### src/rtl/st2_decode.sv
// rtl/st2_decode.sv - MIPS-subset decode stage: latches fetch output, decodes, resolves jumps/branches
module st2_decode (
    input  logic         clk,
    input  logic         resetn,
    input  logic         IF_over,
    input  logic [63:0]  IF_ID_bus,
    input  logic         ID_valid,
    output logic [4:0]   rs_addr,
    output logic [4:0]   rt_addr,
    input  logic [31:0]  rs_value,
    input  logic [31:0]  rt_value,
    output logic [32:0]  jbr_bus,
    output logic         ID_over,
    output logic [139:0] ID_EXE_bus,
    output logic         ID_illegal,
    output logic [31:0]  ID_pc,
    output logic [31:0]  ID_inst
);

    localparam logic [5:0] OP_SPECIAL = 6'h00;
    localparam logic [5:0] OP_J       = 6'h02;
    localparam logic [5:0] OP_JAL     = 6'h03;
    localparam logic [5:0] OP_BEQ     = 6'h04;
    localparam logic [5:0] OP_BNE     = 6'h05;
    localparam logic [5:0] OP_ADDIU   = 6'h09;
    localparam logic [5:0] OP_LUI     = 6'h0F;
    localparam logic [5:0] OP_LW      = 6'h23;
    localparam logic [5:0] OP_SW      = 6'h2B;

    localparam logic [5:0] FN_SLL  = 6'h00;
    localparam logic [5:0] FN_ADDU = 6'h21;
    localparam logic [5:0] FN_SUBU = 6'h23;
    localparam logic [5:0] FN_AND  = 6'h24;
    localparam logic [5:0] FN_OR   = 6'h25;
    localparam logic [5:0] FN_XOR  = 6'h26;
    localparam logic [5:0] FN_SLT  = 6'h2A;

    localparam logic [3:0] ALU_ADD = 4'd0;
    localparam logic [3:0] ALU_SUB = 4'd1;
    localparam logic [3:0] ALU_SLT = 4'd2;
    localparam logic [3:0] ALU_AND = 4'd3;
    localparam logic [3:0] ALU_OR  = 4'd4;
    localparam logic [3:0] ALU_XOR = 4'd5;
    localparam logic [3:0] ALU_SLL = 4'd6;
    localparam logic [3:0] ALU_LUI = 4'd7;

    logic [31:0] pc_r;
    logic [31:0] inst_r;

    always_ff @(posedge clk or negedge resetn) begin
        if (!resetn) begin
            pc_r    <= 32'd0;
            inst_r  <= 32'd0;
            ID_over <= 1'b0;
        end else begin
            if (IF_over) begin
                pc_r   <= IF_ID_bus[63:32];
                inst_r <= IF_ID_bus[31:0];
            end
            ID_over <= ID_valid;
        end
    end

    logic [5:0]  opcode;
    logic [5:0]  funct;
    logic [4:0]  rd;
    logic [4:0]  sa;
    logic [15:0] imm;
    logic [31:0] simm;
    logic [31:0] pc4;
    logic [31:0] br_target;
    logic [31:0] j_target;

    assign opcode    = inst_r[31:26];
    assign rs_addr   = inst_r[25:21];
    assign rt_addr   = inst_r[20:16];
    assign rd        = inst_r[15:11];
    assign sa        = inst_r[10:6];
    assign funct     = inst_r[5:0];
    assign imm       = inst_r[15:0];
    assign simm      = {{16{imm[15]}}, imm};
    assign pc4       = pc_r + 32'd4;
    assign br_target = pc4 + {simm[29:0], 2'b00};
    assign j_target  = {pc4[31:28], inst_r[25:0], 2'b00};

    logic [3:0]  alu_op;
    logic [31:0] op1;
    logic [31:0] op2;
    logic        mem_rd;
    logic        mem_wr;
    logic        wen_raw;
    logic [4:0]  rf_wdest;
    logic        taken_raw;
    logic [31:0] jbr_target;
    logic        illegal;

    always_comb begin
        alu_op     = ALU_ADD;
        op1        = rs_value;
        op2        = rt_value;
        mem_rd     = 1'b0;
        mem_wr     = 1'b0;
        wen_raw    = 1'b0;
        rf_wdest   = 5'd0;
        taken_raw  = 1'b0;
        jbr_target = br_target;
        illegal    = 1'b0;
        case (opcode)
            OP_SPECIAL: begin
                rf_wdest = rd;
                wen_raw  = 1'b1;
                case (funct)
                    FN_ADDU: alu_op = ALU_ADD;
                    FN_SUBU: alu_op = ALU_SUB;
                    FN_SLT:  alu_op = ALU_SLT;
                    FN_AND:  alu_op = ALU_AND;
                    FN_OR:   alu_op = ALU_OR;
                    FN_XOR:  alu_op = ALU_XOR;
                    FN_SLL: begin
                        alu_op = ALU_SLL;
                        op1    = rt_value;
                        op2    = {27'd0, sa};
                    end
                    default: begin
                        illegal = 1'b1;
                        wen_raw = 1'b0;
                    end
                endcase
            end
            OP_ADDIU: begin
                op2      = simm;
                rf_wdest = rt_addr;
                wen_raw  = 1'b1;
            end
            OP_LUI: begin
                alu_op   = ALU_LUI;
                op2      = {imm, 16'd0};
                rf_wdest = rt_addr;
                wen_raw  = 1'b1;
            end
            OP_LW: begin
                op2      = simm;
                rf_wdest = rt_addr;
                wen_raw  = 1'b1;
                mem_rd   = 1'b1;
            end
            OP_SW: begin
                op2    = simm;
                mem_wr = 1'b1;
            end
            OP_BEQ: taken_raw = (rs_value == rt_value);
            OP_BNE: taken_raw = (rs_value != rt_value);
            OP_J: begin
                jbr_target = j_target;
                taken_raw  = 1'b1;
            end
            OP_JAL: begin
                // No delay slot, so the link value is pc+4.
                jbr_target = j_target;
                taken_raw  = 1'b1;
                op1        = pc4;
                op2        = 32'd0;
                rf_wdest   = 5'd31;
                wen_raw    = 1'b1;
            end
            default: illegal = 1'b1;
        endcase
    end

    logic rf_wen;
    assign rf_wen = wen_raw & (rf_wdest != 5'd0);

    assign jbr_bus    = {taken_raw & ID_over, jbr_target};
    assign ID_illegal = illegal & ID_over;
    assign ID_EXE_bus = {alu_op, op1, op2, rt_value, mem_rd, mem_wr, rf_wen, rf_wdest, pc_r};
    assign ID_pc      = pc_r;
    assign ID_inst    = inst_r;

endmodule

### config.mk
export PLATFORM = sky130hd
export DESIGN_NAME = st2_decode
export DESIGN_NICKNAME = d
export VERILOG_FILES = /design/src/rtl/st2_decode.sv
export SDC_FILE = /design/constraint.sdc
export NUM_CORES = 1
export LEC_CHECK = 0
export CAP_MARGIN = 10
export CORE_AREA = 2 2 147 149
export DETAILED_ROUTE_END_ITERATION = 16
export DIE_AREA = 0 0 149 151
export PLACE_DENSITY = 0.73
export SYNTH_ARGS = -nofsm -noshare
export SYNTH_HDL_FRONTEND = slang
export SYNTH_SLANG_ARGS = --single-unit
### constraint.sdc
create_clock -name clk -period 10.05 [get_ports clk]
set_input_delay 2.01 -clock clk [delete_from_list [all_inputs] [get_ports clk]]
set_output_delay 2.01 -clock clk [all_outputs]
set_load 0.02 [all_outputs]
==> results.txt, run 1 <==
----------------------------------------------------
[Critical path]
  Category of the most critical setup path ... reg2out
  Biggest fanout along the worst timing path ... 8
  Worst stage delay on the critical path ... 620 ps
  Worst path cell trace ... ha_1 -> and2_1 -> nand2_1 -> nor3_1 -> nand4_1 -> nor2_1 -> xor2_1 -> ha_1 -> a21oi_1 -> o21ai_0 -> nor4_1 -> nor2_1 -> a2111oi_0 -> o21ai_1 -> mux2i_1 -> xnor2_1 -> clkdlybuf4s50_1
  Slowest CP cell ... sky130_fd_sc_hd__clkdlybuf4s50_1
  Buffering stage count on the worst path with inverters included ... 1
  Category of the worst setup path launch point ... register
  Worst path required time ... 8040 ps
  Critical Path AT ... 5080 ps
  Critical path capture point type ... output pin
  Flop-to-flop setup slack ... 8780 ps
  Kind of cell with the highest combined delay on the critical path ... simple AND/OR/NAND/NOR gates

[Clock network]
  Number of buffers added to fix hold violations after cts ... 0
  Worst-Skew Late Latency ... 340 ps
  Clock root cell ... sky130_fd_sc_hd__clkbuf_16
  CTS tree ... yes
  Total CTS buffers ... 9
  CTS Buffer Depth ... 2
  Number of H-tree levels ... 3
  Clock tree sinks ... 65
  Clock transition time at the flip-flop clock pins of the worst setup and hold paths ... 60 ps
  Number of gates given a new drive strength after cts ... 0
  Number of buffers inserted to repair setup after CTS ... 0

[Timing]
  Highest clock rate ... 0.141 GHz
  Setup repair after global routing missed its margin ... no
  Period utilization ... 70.6%
  Transition time of the tightest slew-check pin ... 1090 ps
  Headroom to the max-slew limit ... 27.3%
  Final hold slack ... 576 ps
  Setup-violating endpoint count in the final report ... 0
  Hold violation total from the final report ... 0
  Setup_tns ... 0 ps
  Max-slew violation count ... 0
  Maximum clock skew at final layout ... 0 ps
  Time the worst path needs with I/O delays and setup ... 7090 ps

[Detailed routing]
  DR pass1 iterations ... 5
  Wirelength, routed ... 32700 um
  Antenna viol nets, final ... 0
  Wirelength per Cell ... 23.1 um
  Total via count in the routed design ... 7677
  First-iteration detailed-routing DRC count ... 454
  Remaining design rule violation count ... 0
  Vias per cell ... 5.43

[Global route]
  Largest net degree at the start of global routing ... 72
  Number of global-route vias before repair ... 7321
  GR Overflow Total ... 0
  Wire length of the first global-routing pass ... 46600 um
  Total routing usage reported by global routing ... 27.9%
  Antenna violations before repair ... 3

[Placement]
  Buffers added on ports ... 379
  Estimated wirelength of the detail-placed design ... 25400 um
  RePlAce Congestion ... 0.918
  Placed cell area ... 10500 um^2

[Yosys]
  Number of distinct library cells after synthesis ... 68
  Register bit total from synthesis ... 65
  Netlist Area Pre-Place ... 7140 um^2
  Register area share after synthesis ... 22.8%
  Main flop type after synthesis ... sky130_fd_sc_hd__dfrtp_1
  Number of flops mapped to enable cells by yosys ... 0
  Average cell area after synthesis ... 8.30 um^2
  Share of synthesized flip-flops with an asynchronous set or reset ... 100%
  Cell count after synthesis ... 860
  Number of warnings issued by yosys ... 0
  Synthesized net count ... 1028

[Floorplan]
  Core Footprint ... 20800 um^2
  Num rows ... 53
  Area of the die ... 22500 um^2
  Starting density of the core ... 34.3%
  Number of I/O pins ... 381
  Die width ... 149 um
  Vertical die dimension ... 151 um

[Final layout]
  Most common cell after layout, fill and taps aside ... sky130_fd_sc_hd__clkdlybuf4s50_1
  Most used cells in the layout excluding fill and tap cells ... sky130_fd_sc_hd__clkdlybuf4s50_1, sky130_fd_sc_hd__nand2_1, sky130_fd_sc_hd__dfrtp_1, sky130_fd_sc_hd__mux2_2, sky130_fd_sc_hd__xor2_1
  Util after Layout ... 52.0%
  Ratio of cells with drive above 1 in the final layout ... 8.80%
  Final nets ... 1299
  Synth-to-Final Area Change ... 51.8%
  Total non-filler cell area in the finished layout ... 10800 um^2

[Run status]
  Result of the run ... finished clean

[Pwr]
  Pwr dens ... 146 nW/um^2
  P_leak ... 4.45 nW
  Final Total Pwr ... 0.00158 W
  Worst voltage drop across the vdd grid ... 88.7 uV

[Min path]
  Path type of the worst min-delay path ... reg2reg

[Flow run]
  Max_cap viols ... 0

----------------------------------------------------
power by group:
group	leakage (nW)	switching, W	total (W)	internal [W]
registers	0.763	0.0000632	0.000350	0.000287
clock network	0.144	0.000129	0.000328	0.000199
logic	3.54	0.000480	0.000905	0.000424
total	4.45	0.000673	0.00158	0.000910
worst paths after layout:
path                                  start     endpoint  cells after the start
worst min register to register  ID_inst[25]  ID_inst[25]                      1
worst min-delay path            ID_inst[25]  ID_inst[25]                      1
max in group asynchronous            resetn     ID_pc[6]                      1
worst max register to register  ID_inst[15]  ID_inst[15]                      2
worst max-delay path               ID_pc[2]  jbr_bus[31]                     17
min in group asynchronous            resetn  ID_inst[22]                      1
logic make-up (layout without fill, tap and decap cells):
family / Yosys count / in the layout / synth area share (%)
AOI/OAI and AO/OA: 206 / 206 / 20.6
xor gates and xnor gates: 87 / 87 / 10.7
adders and majority gates: 36 / 36 / 6.41
buffers and inverters: 145 / 421 / 12.2
DFF: 65 / 65 / 22.8
muxes: 60 / 60 / 9.41
other: 1 / 5 / 0.0525
and+or+nand+nor: 260 / 260 / 17.9
sequential cells by signal (all words and copies together), names as in the netlist:
signal and count:
ID_inst 32, ID_pc 32, ID_over 1
Yosys cell counts, drive strengths merged, types with 6 or more instances:
cell type | instances | area (um^2)
a21oi | 38 | 198
nand4 | 16 | 115
inv | 20 | 75.1
o21ai | 40 | 200
nand3 | 22 | 115
nor3 | 8 | 50.1
nor2b | 6 | 40.0
buf | 91 | 671
xor2 | 56 | 490
xnor2 | 31 | 272
a221o | 21 | 210
ha | 35 | 438
a21o | 18 | 135
and3 | 9 | 56.3
a31oi | 6 | 37.5
dfrtp | 65 | 1630
nand2 | 113 | 427
nor2 | 50 | 190
clkbuf | 34 | 128
a22o | 15 | 131
mux2 | 57 | 642
a22oi | 29 | 218
nor4 | 12 | 96.3
worst reg2reg max path: stages, from the launching register on:
cell,delay (ps)
sky130_fd_sc_hd__dfrtp_1,590
sky130_fd_sc_hd__buf_4,310
sky130_fd_sc_hd__mux2_2,270
per-stage QoR:
step	setup WS, ps	std cells
2_1_floorplan	4340	860
3_3_place_gp	3300	1395
3_5_place_dp	3310	1395
4_1_cts	2930	1411
5_1_grt	2300	1412
6_report	2960	1415
final cells by class:
cell class / count / area, um^2
flip-flops and latches: 65 / 1630
repair buffers: 385 / 3830
clock buffers: 13 / 250
well taps: 275 / 344
diodes: 4 / 10.0
inverters: 20 / 75.1
fillers: 1982 / 9980
clock inverters: 3 / 40.0
multi-input cells: 650 / 4660
routing by layer:
layer	global-route usage, %	up-vias	wire, um	part of all wire (%)
met1	34.8	3706	13200	40
met2	47.2	357	15900	49
met5	0	-	0	0
li1	-	3571	-	-
met3	6.90	43	2720	8.3
met4	9.10	0	843	2.6
No activity file was read; power rests on OpenSTA's default activity.
==> run 2, diff against run 1 <==
--- a/config.mk
+++ b/config.mk
@@ -6,10 +6,10 @@
 export NUM_CORES = 1
 export LEC_CHECK = 0
 export CAP_MARGIN = 10
-export CORE_AREA = 2 2 147 149
+export CORE_AREA = 2 2 148 150
 export DETAILED_ROUTE_END_ITERATION = 16
-export DIE_AREA = 0 0 149 151
-export PLACE_DENSITY = 0.73
+export DIE_AREA = 0 0 150 152
+export PLACE_DENSITY = 0.72
 export SYNTH_ARGS = -nofsm -noshare
 export SYNTH_HDL_FRONTEND = slang
 export SYNTH_SLANG_ARGS = --single-unit
==> constraint.sdc (replaced) <==
create_clock -name clk -period 6.55 [get_ports clk]
set_input_delay 1.31 -clock clk [delete_from_list [all_inputs] [get_ports clk]]
set_output_delay 1.31 -clock clk [all_outputs]
set_load 0.02 [all_outputs]
==> results.txt, run 2 (synthesized netlist as in run 1, its figures left out) <==
----------------------------------------------------
[Run status]
  Result of the run ... finished clean

[Final layout]
  Area of the multi-input gates ... 4660 um^2 (about the same)
  Most used cells in the layout excluding fill and tap cells ... sky130_fd_sc_hd__clkdlybuf4s50_1, sky130_fd_sc_hd__nand2_1, sky130_fd_sc_hd__dfrtp_1, sky130_fd_sc_hd__mux2_2, sky130_fd_sc_hd__xor2_1
  # fillers ... 2064 (+4.1%)
  Final nets ... 1302 (+0.23%)
  Sequential cell area ... 1630 um^2 (+0.15%)
  Ratio of cells with drive above 1 in the final layout ... 9.48% (+0.68 points)
  Synth-to-Final Area Change ... 52.8%
  Most common cell after layout, fill and taps aside ... sky130_fd_sc_hd__clkdlybuf4s50_1
  Util after Layout ... 51.1% (-0.94 points)

[Global route]
  Antenna violations before repair ... 3 (unchanged)
  Total routing usage reported by global routing ... 27.8% (-0.038 points)
  GR Overflow Total ... 0 (unchanged)
  Wire length of the first global-routing pass ... 48000 um (+3.1%)
  Number of global-route vias before repair ... 7439 (+1.6%)
  Largest net degree at the start of global routing ... 72 (unchanged)

[Floorplan]
  Num rows ... 54 (+1.9%)
  Starting density of the core ... 33.5% (-0.85 points)
  Die width ... 150 um (+0.67%)
  Vertical die dimension ... 152 um (+0.66%)
  Number of I/O pins ... 381 (unchanged)
  Core Footprint ... 21400 um^2 (+2.5%)
  Area of the die ... 22800 um^2 (+1.3%)

[Clock network]
  Worst-Skew Late Latency ... 340 ps (about the same)
  CTS tree ... yes
  Number of H-tree levels ... 3 (unchanged)
  Total CTS buffers ... 9 (unchanged)
  Clock transition time at the flip-flop clock pins of the worst setup and hold paths ... 60 ps (about the same)
  Clock root cell ... sky130_fd_sc_hd__clkbuf_16
  CTS Buffer Depth ... 2 (unchanged)
  Number of buffers added to fix hold violations after cts ... 0 (unchanged)
  Clock tree sinks ... 65 (unchanged)

[Detailed routing]
  Wirelength per Cell ... 23.0 um (-0.57%)
  Total via count in the routed design ... 7693 (+0.21%)
  Antenna viol nets, final ... 0 (unchanged)
  DR pass1 iterations ... 7 (+2)
  Wirelength, routed ... 32600 um (about the same)
  Vias per cell ... 5.41 (-0.28%)
  Remaining design rule violation count ... 0 (unchanged)
  First-iteration detailed-routing DRC count ... 389 (-14%)

[Critical path]
  Category of the worst setup path launch point ... register
  Category of the most critical setup path ... reg2out
  Worst path required time ... 5240 ps (-2800 ps)
  Critical Path AT ... 4600 ps (-480 ps)
  Biggest fanout along the worst timing path ... 7 (-1)
  Critical path capture point type ... output pin

[Timing]
  Headroom to the max-slew limit ... 32.4% (+5.0 points)
  Period utilization ... 90.3%
  Time the worst path needs with I/O delays and setup ... 5910 ps
  Setup repair after global routing missed its margin ... no
  Max-slew violation count ... 0 (unchanged)
  Final hold slack ... 566 ps (-9.90 ps)
  Maximum clock skew at final layout ... 0 ps (unchanged)
  Setup_tns ... 0 ps (unchanged)
  Hold violation total from the final report ... 0 (unchanged)
  Setup-violating endpoint count in the final report ... 0 (unchanged)
  Transition time of the tightest slew-check pin ... 1010 ps (-75.4 ps)
  Highest clock rate ... 0.169 GHz

[Pwr]
  Worst voltage drop across the vdd grid ... 124 uV (+40%)
  Internal power ... 0.00145 W (+59%)
  Pwr dens ... 227 nW/um^2 (+56%)
  Clock Power Share ... 22.2% (+1.5 points)
  Combinational fraction of design power ... 56.1% (-1.1 points)
  Net switching power of the design ... 0.00103 W (+54%)
  P_leak ... 4.48 nW (+0.77%)
  Sequential Power Share ... 21.7% (-0.4 points)
  Switching power as a share of total power ... 41.7% (-0.82 points)

[Placement]
  Estimated wirelength of the detail-placed design ... 25900 um (+2.1%)
  RePlAce Congestion ... 0.929 (+1.2%)
  Buffers added on ports ... 379 (unchanged)

[Flow run]
  Max_cap viols ... 0 (unchanged)

[Min path]
  Path type of the worst min-delay path ... reg2reg

----------------------------------------------------
[run 2: worst paths after layout]
check	to	slack, ps	cells past startpoint	from
setup / recovery	jbr_bus[28]	640	17	ID_pc[4]
hold / removal	ID_inst[25]	570	1	ID_inst[25]
setup reg to reg	ID_inst[1]	5420	1	ID_inst[1]
hold reg to reg	ID_inst[25]	570	1	ID_inst[25]
max in group asynchronous	ID_pc[2]	4740	1	resetn
min in group asynchronous	ID_pc[29]	1120	1	resetn
[run 2: what timing repair did]
item	CTS	global route
setup buffers	0	0
resized for setup	0	4
setup endpoints to repair	0	1
hold endpoints to repair	0	0
[run 2: power by group through the flow]
| stage | Combinational, W | Clock, W | Sequential, W |
|---|---|---|---|
| finish | 0.00139 | 0.000551 | 0.000538 |
| global route | 0.00148 | 0.000581 | 0.000547 |
| CTS | 0.00140 | 0.000567 | 0.000538 |
| detailed placement | 0.00139 | 0 | 0.000544 |
| global placement | 0.00139 | 0 | 0.000542 |
| floorplan | 0.000752 | 0 | 0.000550 |
[run 2: metrics by stage]
step	area [um^2]	instances	power [W]	setup slack, ps
after global placement	10600	1403	0.00193	928
after CTS	10900	1419	0.00250	384
final	10900	1422	0.00248	637
after floorplan	7140	860	0.00130	1540
after global routing	10900	1422	0.00261	223
after detailed placement	10600	1403	0.00193	835
[run 2: area by class of cell]
class                   count  area share (%)
well taps                 280            3.21
diodes                      3          0.0688
flip-flops and latches     65            14.9
multi-input cells         650            42.7
repair buffers            388            35.4
inverters                  20           0.688
clock buffers              12            2.35
clock inverters             4           0.688
[run 2: metal layers]
| layer | wire [um] | global-route usage [%] | vias to the layer above |
|---|---|---|---|
| met5 | 0 | 0 | - |
| met4 | 929 | 9.16 | 0 |
| met3 | 2780 | 6.61 | 50 |
| met2 | 15900 | 47.1 | 372 |
| met1 | 13000 | 34.6 | 3690 |
| li1 | - | - | 3581 |
[run 2: worst max-delay path, stage by stage (launching register included)]
cell and delay, ps:
sky130_fd_sc_hd__dfrtp_1 470, sky130_fd_sc_hd__and3_1 240, sky130_fd_sc_hd__and2_1 240, sky130_fd_sc_hd__nand2_1 110
sky130_fd_sc_hd__nor3_1 150, sky130_fd_sc_hd__buf_4 160, sky130_fd_sc_hd__nand4_1 200, sky130_fd_sc_hd__nor2_1 190
sky130_fd_sc_hd__xor2_1 250, sky130_fd_sc_hd__ha_1 360, sky130_fd_sc_hd__a21oi_1 240, sky130_fd_sc_hd__o211ai_1 150
sky130_fd_sc_hd__o211a_1 160, sky130_fd_sc_hd__o21a_1 170, sky130_fd_sc_hd__a211oi_1 250, sky130_fd_sc_hd__xor2_1 100
sky130_fd_sc_hd__mux2i_1 190, sky130_fd_sc_hd__clkdlybuf4s50_1 640
